**src/rtl/alu_mul_seq_if.sv**
```systemverilog
// Request/result bus and borrowed-alu lines of the shift-and-add multiply sequencer.
// master = requester plus alu owner side; slave = the sequencer itself.
interface alu_mul_seq_if #(
  parameter int DATAWIDTH  = 16,
  parameter int ALUOPWIDTH = 4
);
  logic                  start;
  logic [DATAWIDTH-1:0]  opA;
  logic [DATAWIDTH-1:0]  opB;
  logic                  busy;
  logic                  done;
  logic [DATAWIDTH-1:0]  product;
  logic                  aluReq;
  logic                  aluGnt;
  logic [DATAWIDTH-1:0]  aluSrc;
  logic [DATAWIDTH-1:0]  aluDst;
  logic [ALUOPWIDTH-1:0] aluOp;
  logic [DATAWIDTH-1:0]  aluResult;

  modport master (
    output start, opA, opB, aluGnt, aluResult,
    input  busy, done, product, aluReq, aluSrc, aluDst, aluOp
  );

  modport slave (
    input  start, opA, opB, aluGnt, aluResult,
    output busy, done, product, aluReq, aluSrc, aluDst, aluOp
  );
endinterface

```
**src/rtl/alu_mul_seq.sv**
```systemverilog
// Multi-cycle unsigned multiply using ADDU/SLL micro-ops on a borrowed alu; done = 2*MBITS+1 cycles after start, each ungranted cycle stalls one more.
// Optional MULSEQ_EARLY_EXIT_EN finishes as soon as no multiplier bits remain.
module alu_mul_seq #(
  parameter int MBITS      = 8,
  parameter int DATAWIDTH  = 16,
  parameter int ALUOPWIDTH = 4,
  parameter logic [ALUOPWIDTH-1:0] ALUOp_MOV  = 4'h0,
  parameter logic [ALUOPWIDTH-1:0] ALUOp_ADDU = 4'h3,
  parameter logic [ALUOPWIDTH-1:0] ALUOp_SLL  = 4'h9
) (
  input logic          clk,
  input logic          rst_n,
  alu_mul_seq_if.slave bus
);

`ifdef MULSEQ_EARLY_EXIT_EN
  localparam bit EARLY = 1'b1;
`else
  localparam bit EARLY = 1'b0;
`endif

  localparam int CW = $clog2(MBITS + 1);
  localparam logic [CW-1:0] CNT_LAST = CW'(MBITS);

  typedef enum logic [1:0] {IDLE, ADD, SHIFT, DONE} state_t;

  state_t               state;
  logic [DATAWIDTH-1:0] acc;
  logic [DATAWIDTH-1:0] mcand;
  logic [MBITS-1:0]     mplier;
  logic [CW-1:0]        count;
  logic [CW-1:0]        count_nxt;
  logic                 busy_r;
  logic                 done_r;
  logic [DATAWIDTH-1:0] product_r;
  logic                 alu_req;
  logic [ALUOPWIDTH-1:0] alu_op;
  logic [DATAWIDTH-1:0] alu_src;
  logic [DATAWIDTH-1:0] alu_dst;
  logic                 unused_bits;

  assign count_nxt   = count + CW'(1);
  assign unused_bits = ^{bus.opA[DATAWIDTH-1:MBITS], bus.opB[DATAWIDTH-1:MBITS]};

  always_ff @(posedge clk or negedge rst_n) begin
    if (!rst_n) begin
      state     <= IDLE;
      acc       <= '0;
      mcand     <= '0;
      mplier    <= '0;
      count     <= '0;
      busy_r    <= 1'b0;
      done_r    <= 1'b0;
      product_r <= '0;
    end else begin
      case (state)
        IDLE: begin
          done_r <= 1'b0;
          if (bus.start) begin
            acc    <= '0;
            mcand  <= {{(DATAWIDTH-MBITS){1'b0}}, bus.opA[MBITS-1:0]};
            mplier <= bus.opB[MBITS-1:0];
            count  <= '0;
            if (EARLY && bus.opB[MBITS-1:0] == '0) begin
              product_r <= '0;
              done_r    <= 1'b1;
              state     <= DONE;
            end else begin
              busy_r <= 1'b1;
              state  <= ADD;
            end
          end
        end
        ADD: begin
          if (bus.aluGnt) begin
            if (mplier[0]) acc <= bus.aluResult;
            state <= SHIFT;
          end
        end
        SHIFT: begin
          if (bus.aluGnt) begin
            mcand  <= bus.aluResult;
            mplier <= mplier >> 1;
            count  <= count_nxt;
            // acc is already final here: the last SHIFT never touches it
            if (count_nxt == CNT_LAST || (EARLY && (mplier >> 1) == '0)) begin
              product_r <= acc;
              busy_r    <= 1'b0;
              done_r    <= 1'b1;
              state     <= DONE;
            end else begin
              state <= ADD;
            end
          end
        end
        DONE: begin
          done_r <= 1'b0;
          state  <= IDLE;
        end
        default: state <= IDLE;
      endcase
    end
  end

  always_comb begin
    alu_req = 1'b0;
    alu_op  = ALUOp_MOV;
    alu_src = '0;
    alu_dst = '0;
    case (state)
      ADD: begin
        alu_req = 1'b1;
        alu_op  = ALUOp_ADDU;
        alu_dst = acc;
        alu_src = mcand;
      end
      SHIFT: begin
        alu_req = 1'b1;
        alu_op  = ALUOp_SLL;
        alu_dst = mcand;
        alu_src = DATAWIDTH'(1);
      end
      default: ;
    endcase
  end

  assign bus.busy    = busy_r;
  assign bus.done    = done_r;
  assign bus.product = product_r;
  assign bus.aluReq  = alu_req;
  assign bus.aluOp   = alu_op;
  assign bus.aluSrc  = alu_src;
  assign bus.aluDst  = alu_dst;

endmodule

```
**src/flat_wrapper.sv**
```systemverilog
// flat-port wrapper written by rule: the top's interface ports become plain ports
module alu_mul_seq_flat 
#(
  parameter int MBITS      = 8,
  parameter int DATAWIDTH  = 16,
  parameter int ALUOPWIDTH = 4,
  parameter logic [ALUOPWIDTH-1:0] ALUOp_MOV  = 4'h0,
  parameter logic [ALUOPWIDTH-1:0] ALUOp_ADDU = 4'h3,
  parameter logic [ALUOPWIDTH-1:0] ALUOp_SLL  = 4'h9
)
  (clk, rst_n, bus_start, bus_opA, bus_opB, bus_aluGnt, bus_aluResult, bus_busy, bus_done, bus_product, bus_aluReq, bus_aluSrc, bus_aluDst, bus_aluOp);
  alu_mul_seq_if #(.DATAWIDTH(DATAWIDTH), .ALUOPWIDTH(ALUOPWIDTH)) bus_i ();
  input logic clk;
  input logic rst_n;
  input wire logic [$bits(bus_i.start)-1:0] bus_start;
  input wire logic [$bits(bus_i.opA)-1:0] bus_opA;
  input wire logic [$bits(bus_i.opB)-1:0] bus_opB;
  input wire logic [$bits(bus_i.aluGnt)-1:0] bus_aluGnt;
  input wire logic [$bits(bus_i.aluResult)-1:0] bus_aluResult;
  output wire logic [$bits(bus_i.busy)-1:0] bus_busy;
  output wire logic [$bits(bus_i.done)-1:0] bus_done;
  output wire logic [$bits(bus_i.product)-1:0] bus_product;
  output wire logic [$bits(bus_i.aluReq)-1:0] bus_aluReq;
  output wire logic [$bits(bus_i.aluSrc)-1:0] bus_aluSrc;
  output wire logic [$bits(bus_i.aluDst)-1:0] bus_aluDst;
  output wire logic [$bits(bus_i.aluOp)-1:0] bus_aluOp;
  assign bus_i.start = bus_start;
  assign bus_i.opA = bus_opA;
  assign bus_i.opB = bus_opB;
  assign bus_i.aluGnt = bus_aluGnt;
  assign bus_i.aluResult = bus_aluResult;
  assign bus_busy = bus_i.busy;
  assign bus_done = bus_i.done;
  assign bus_product = bus_i.product;
  assign bus_aluReq = bus_i.aluReq;
  assign bus_aluSrc = bus_i.aluSrc;
  assign bus_aluDst = bus_i.aluDst;
  assign bus_aluOp = bus_i.aluOp;
  alu_mul_seq #(.MBITS(MBITS), .DATAWIDTH(DATAWIDTH), .ALUOPWIDTH(ALUOPWIDTH), .ALUOp_MOV(ALUOp_MOV), .ALUOp_ADDU(ALUOp_ADDU), .ALUOp_SLL(ALUOp_SLL)) u_core (.clk(clk), .rst_n(rst_n), .bus(bus_i));
endmodule
```
**config.mk**
```make
export PLATFORM = sky130hd
export DESIGN_NAME = alu_mul_seq_flat
export DESIGN_NICKNAME = d
export VERILOG_FILES = /design/src/rtl/alu_mul_seq_if.sv /design/src/rtl/alu_mul_seq.sv /design/src/flat_wrapper.sv
export SDC_FILE = /design/constraint.sdc
export NUM_CORES = 1
export LEC_CHECK = 0
export CORE_MARGIN = 2
export CORE_UTILIZATION = 49
export CTS_CLUSTER_SIZE = 30
export DETAILED_ROUTE_END_ITERATION = 10
export GPL_TIMING_DRIVEN = 1
export PLACE_DENSITY = 0.95
export REMOVE_ABC_BUFFERS = 1
export SKIP_LAST_GASP = 1
export SYNTH_ARGS = -nofsm -noshare
export SYNTH_HDL_FRONTEND = slang
export SYNTH_SLANG_ARGS = --single-unit
```
**constraint.sdc**
```tcl
create_clock -name clk -period 5.1 [get_ports clk]
set_input_delay 0.765 -clock clk [delete_from_list [all_inputs] [get_ports clk]]
set_output_delay 0.765 -clock clk [all_outputs]
set_load 0.1 [all_outputs]
```
---- Yosys cells after proc, flatten, opt, wreduce, memory -nomap -nowiden ----
Index checks and enable logic that the tools add are counted.
storage, ports and cells
  word-level logic and storage cells ...... 59
  output and inout port bits .............. 55
  memory bits (read-only) ................. 0
  input port bits ......................... 52
  memory bits (writable) .................. 0
  latch bits .............................. 0
  memories kept ........................... 0
  flip-flop bits (word level) ............. 64
cells by class
  reduce and logical (&&, ||, !) cells .... 12
  equality and inequality tests ........... 9
  multipliers ............................. 0
  div/mod/pow operators ................... 0
  bitwise logic cells ..................... 0
  shift-type cells ........................ 0
  order comparisons ....................... 0
  multiplexer cells ....................... 29
  add/sub/neg operators ................... 1
operator list
  cell                                                    count
  case mux 16 bit (2 select lines)                        4
  2-to-1 mux 16 bit                                       5
  2-to-1 mux 8 bit                                        2
  case mux 4 bit (2 select lines)                         2
  case mux 8 bit (2 select lines)                         1
  AND reduction 3 bit                                     4
  2-to-1 mux 2 bit                                        4
  2-to-1 mux 4 bit                                        2
  case mux 2 bit (4 select lines)                         1
  AND reduction 4 bit                                     2
  2-to-1 mux 1 bit                                        6
  inequality test 2 bit (second input constant)           3
  nonzero test 2 bit                                      3
  adder 4 x 1 -> 4 bit (second input constant)            1
  equality test 2 bit (second input constant)             2
  equality test 4 bit (second input constant)             1
  inequality test 2 x 1 -> 1 bit (second input constant)  2
  case mux 1 bit (2 select lines)                         2
  OR reduction 2 bit                                      2
  equality test 2 x 1 -> 1 bit (second input constant)    1
  logical NOT 2 bit                                       1

---- Longest topological paths before layout ----
  word-level depth ........................ 5
  gate-level depth with buffers ........... 8

---- Worst setup path before layout ----
Ideal clock, no wire load.
  path type ............................... reg2out
  start ................................... register u_core.state[0]
  end ..................................... output bus_aluDst[0]
  stages on the path, launching flop included .. 7
  slack ................................... 1.448 ns
  data required time ...................... 4.335 ns
  arrival ................................. 2.887 ns
  cells stage by stage .................... dfrtp_1 inv_1 ha_1 and2_1 clkbuf_1 buf_2 a22o_1
on the way
  longest elaborated chain between the ends .. 2
RTL lines
  element                                                              line                text
  from (decl)                                                          alu_mul_seq.sv:27   state_t state;
  from (signal assigned)                                               alu_mul_seq.sv:47   state <= IDLE;
  from (signal assigned)                                               alu_mul_seq.sv:67   state <= DONE;
  from (signal assigned)                                               alu_mul_seq.sv:70   state <= ADD;
  equality test 2 bit or equality test 2 x 1 -> 1 bit (tied branches)  alu_mul_seq.sv:110  case (state)
  case mux 16 bit (2 select lines) (*)                                 alu_mul_seq.sv:110
  to (decl)                                                            flat_wrapper.sv:25  output wire logic [$bits(bus_i.aluDst)-1:0] bus_aluDst;
Mark *: on every way between the ends. The rest lies on a longest branch, timed or not.

---- Worst setup path in the final report ----
  start ................................... register u_core.state[0]
  end ..................................... output bus_aluSrc[1]
on the way
  longest elaborated chain between the ends .. 2
RTL lines
  element                                                              line                text
  equality test 2 bit or equality test 2 x 1 -> 1 bit (tied branches)  alu_mul_seq.sv:110
  case mux 16 bit (2 select lines) (*)                                 alu_mul_seq.sv:110
  to (decl)                                                            flat_wrapper.sv:24  output wire logic [$bits(bus_i.aluSrc)-1:0] bus_aluSrc;
Marked as above.

==> impl_metrics.yaml <==
status:
  status: "complete, no violations"
floorplanning:
  top_level_ports: 107
  coreArea_mm2: 0.00628
  die_x_um: 84.1
  dieArea_mm2: 0.00707
  rows: 29
  start_util: 0.500
  die_y_um: 84.1
timing:
  worst_slack_ns: 1.30
  fin_worst_skew_ns: 0.00979
  slew_violations: 0
  relSlewSlack: 0.214
  hold_viol: 0
  finalSetupViolCount: 0
  worst_slew_pin_slew_ns: 1.18
  fin_setup_tns_ns: 0
  max_freq_mhz: 263
  rsz0062_at_grt: "no"
  min_period_ns: 3.80
  post-route-period-util: 0.746
clock_network:
  clockBufferDepth: 2
  cts_root_buffer: "clkbuf_8"
  htreeDepth: 3
  cts_setup_buffers: 0
  cts_hold_buf: 0
  tritoncts: "yes"
  cts.sinks: 64
  clk_pin_slew_ns: 0.07
  clk_latency_ns: 0.32
  numCtsBuffers: 9
  cts_resized: 0
synthesis:
  async_flop_share: 1.00
  synth-edff-count: 0
  synthTopCellsByArea: "dfrtp_1 (51%), a22o_1 (7.2%), nand2_1 (6.3%)"
  yosysSeqAreaShare: 0.510
  synth_ff_type: "dfrtp_1"
  yosysWarningCount: 0
  yosysUniqueCellTypes: 37
  synth_top_area_cell: "dfrtp_1"
  synth_top_area_share: 0.510
  avgSynthCellArea_um2: 10.8
  synth_seq_cells: 64
  syn_area_mm2: 0.00314
  synthCells: 292
hold_path:
  min_path_type: "reg2reg"
  hold_start: "u_core.mplier[5]$_DFFE_PN0P_"
  min_delay_worst_endpoint: "u_core.mplier[5]$_DFFE_PN0P_"
  min_path_cells: 2
routing:
  met2_length_mm: 3.78
  via_per_inst: 5.46
  wl_met1_mm: 3.11
  wl_met3_um: 477
  wl_per_cell_um: 16.2
  drc: 0
  wl_mm: 7.38
  ant_nets: 0
  top_layer: "met4"
  vias: 2486
  drt_iter0_markers: 140
  drtPass1Iterations: 4
global_routing:
  grt_pass1_vias: 2517
  antenna_found_initial: 0
  grt_first_pass_wirelength_mm: 12.4
  grt_max_degree: 65
  grt_use_total: 0.221
  overflow: 0
place:
  place_inst: 439
  pre_cts_slack_ns: 1.64
  hpwlAfterDp_mm: 4.99
  routabilityCongestion: 0.829
  port_buffers: 89
job:
  max_cap_violations: 0
final_layout:
  nets: 432
  drive_above_1_share: 0.159
  final_common_cell: "clkdlybuf4s50_1"
  fill_cells: 499
  syn_to_final_growth_pct: 33.9
  layout_common_cells: "clkdlybuf4s50_1 (71), dfrtp_1 (64), nand2_1 (53), o21ai_0 (33), a22o_1 (26)"
  final_cells: 455
  antenna_cells: 0
critical_path:
  critPathSlowestCell: "clkdlybuf4s50_1"
  r2r_end: "u_core.acc[0]$_DFFE_PN0P_"
  critPathLaunchType: "flip-flop"
  r2r-start: "u_core.state[1]$_DFFE_PN0P_"
  crit_arrival_ns: 3.04
  path_cells: "inv_1 -> ha_1 -> and3_1 -> clkdlybuf4s50_1"
  path_max_fanout: 20
  worstPathRequired_ns: 4.34
  r2r_slack_ns: 2.58
  cpPeakStageDelay_ns: 1.16
  reg2regPathDepth: 6
  critical_path_class: "reg2out"
  worstSetupEndpointType: "primary output"
power_and_ir_drop:
  ir_drop_v: 0.000513
  p_per_area_mw_per_mm2: 691
  p_leak_uw: 0.00196
## kinds of logic (layout without fill, tap and decap cells)
family | after synthesis | after routing | synth area share
simple gates | 87 | 87 | 0.132
mux | 33 | 33 | 0.123
buf+inv | 26 | 112 | 0.0446
flops | 64 | 64 | 0.510
other cells | 1 | 1 | 0.00119
compound gates | 73 | 73 | 0.159
xor+xnor | 1 | 1 | 0.00279
fa+ha+maj | 7 | 7 | 0.0279
## per-layer routing
layer  track usage  up-vias
li1              -     1191
met1         0.299     1203
met2         0.367       90
met3        0.0406        2
met4        0.0572        0
met5             0        -
## area by class of cell
class                   instances  area, um^2  area share
flip-flops and latches         64        1600       0.381
multi-input cells             202        1400       0.334
repair buffers                 93         873       0.208
clock buffers                   9         124      0.0295
well taps                      77        96.3      0.0229
clock inverters                 7        95.1      0.0226
inverters                       3        11.3     0.00268
## per-stage QoR
| stage | hold slack [ns] | power, uW | cell area [um^2] | utilization |
|---|---|---|---|---|
| floorplan | 0.442 | 2020 | 3010 | - |
| global placement | 0.462 | 2390 | 3990 | 0.635 |
| detailed placement | 0.475 | 2450 | 3990 | 0.635 |
| CTS | 0.491 | 2920 | 4210 | 0.670 |
| global route | 0.516 | 3070 | 4210 | 0.670 |
| finish | 0.491 | 2910 | 4210 | 0.670 |
## state kept, by name, indices dropped and copies added, names as in the netlist
name and cells:
u_core.mcand 16, u_core.state 2, u_core.count 4, u_core.bus.busy 1
u_core.bus.product 16, u_core.acc 16, u_core.bus.done 1, u_core.mplier 8
## how the worst max path moves through the flow
stage,from,to,slack [ns],cells past startpoint
2_1_floorplan,u_core.state[0]$_DFFE_PN0P_,bus_aluDst[0],0.85,4
3_3_place_gp,u_core.state[0]$_DFFE_PN0P_,bus_aluSrc[4],1.73,4
3_5_place_dp,u_core.state[0]$_DFFE_PN0P_,bus_aluSrc[1],1.64,4
4_1_cts,u_core.state[0]$_DFFE_PN0P_,bus_aluSrc[1],1.28,4
5_1_grt,u_core.state[1]$_DFFE_PN0P_,bus_aluSrc[1],1.18,4
6_report,u_core.state[0]$_DFFE_PN0P_,bus_aluSrc[1],1.30,4
## synthesized netlist by cell type, types with 3 or more instances
master    instances
nand2_1          53
mux2_4            9
dfrtp_1          64
a31oi_1           4
and3_1           17
inv_1             3
o21ai_1           3
nand2b_1          3
mux2i_1          16
clkbuf_1         10
a22o_1           26
buf_2             8
o21ai_0          33
ha_1              7
mux2_2            8
## critical path: cells and delay by family (launching register included)
family	cells	cell delay, ns
fa+ha+maj	1	0.74
simple gates	1	0.27
flops	1	0.43
buf+inv	2	1.28
## report_power, final
group | total [uW] | switching, uW | leakage, uW | internal, uW
registers | 823 | 144 | 0.000846 | 680
logic | 1610 | 1200 | 0.00100 | 411
clock network | 472 | 196 | 0.000110 | 276
total | 2910 | 1540 | 0.00196 | 1370
Power figures use the tool's default switching activity.
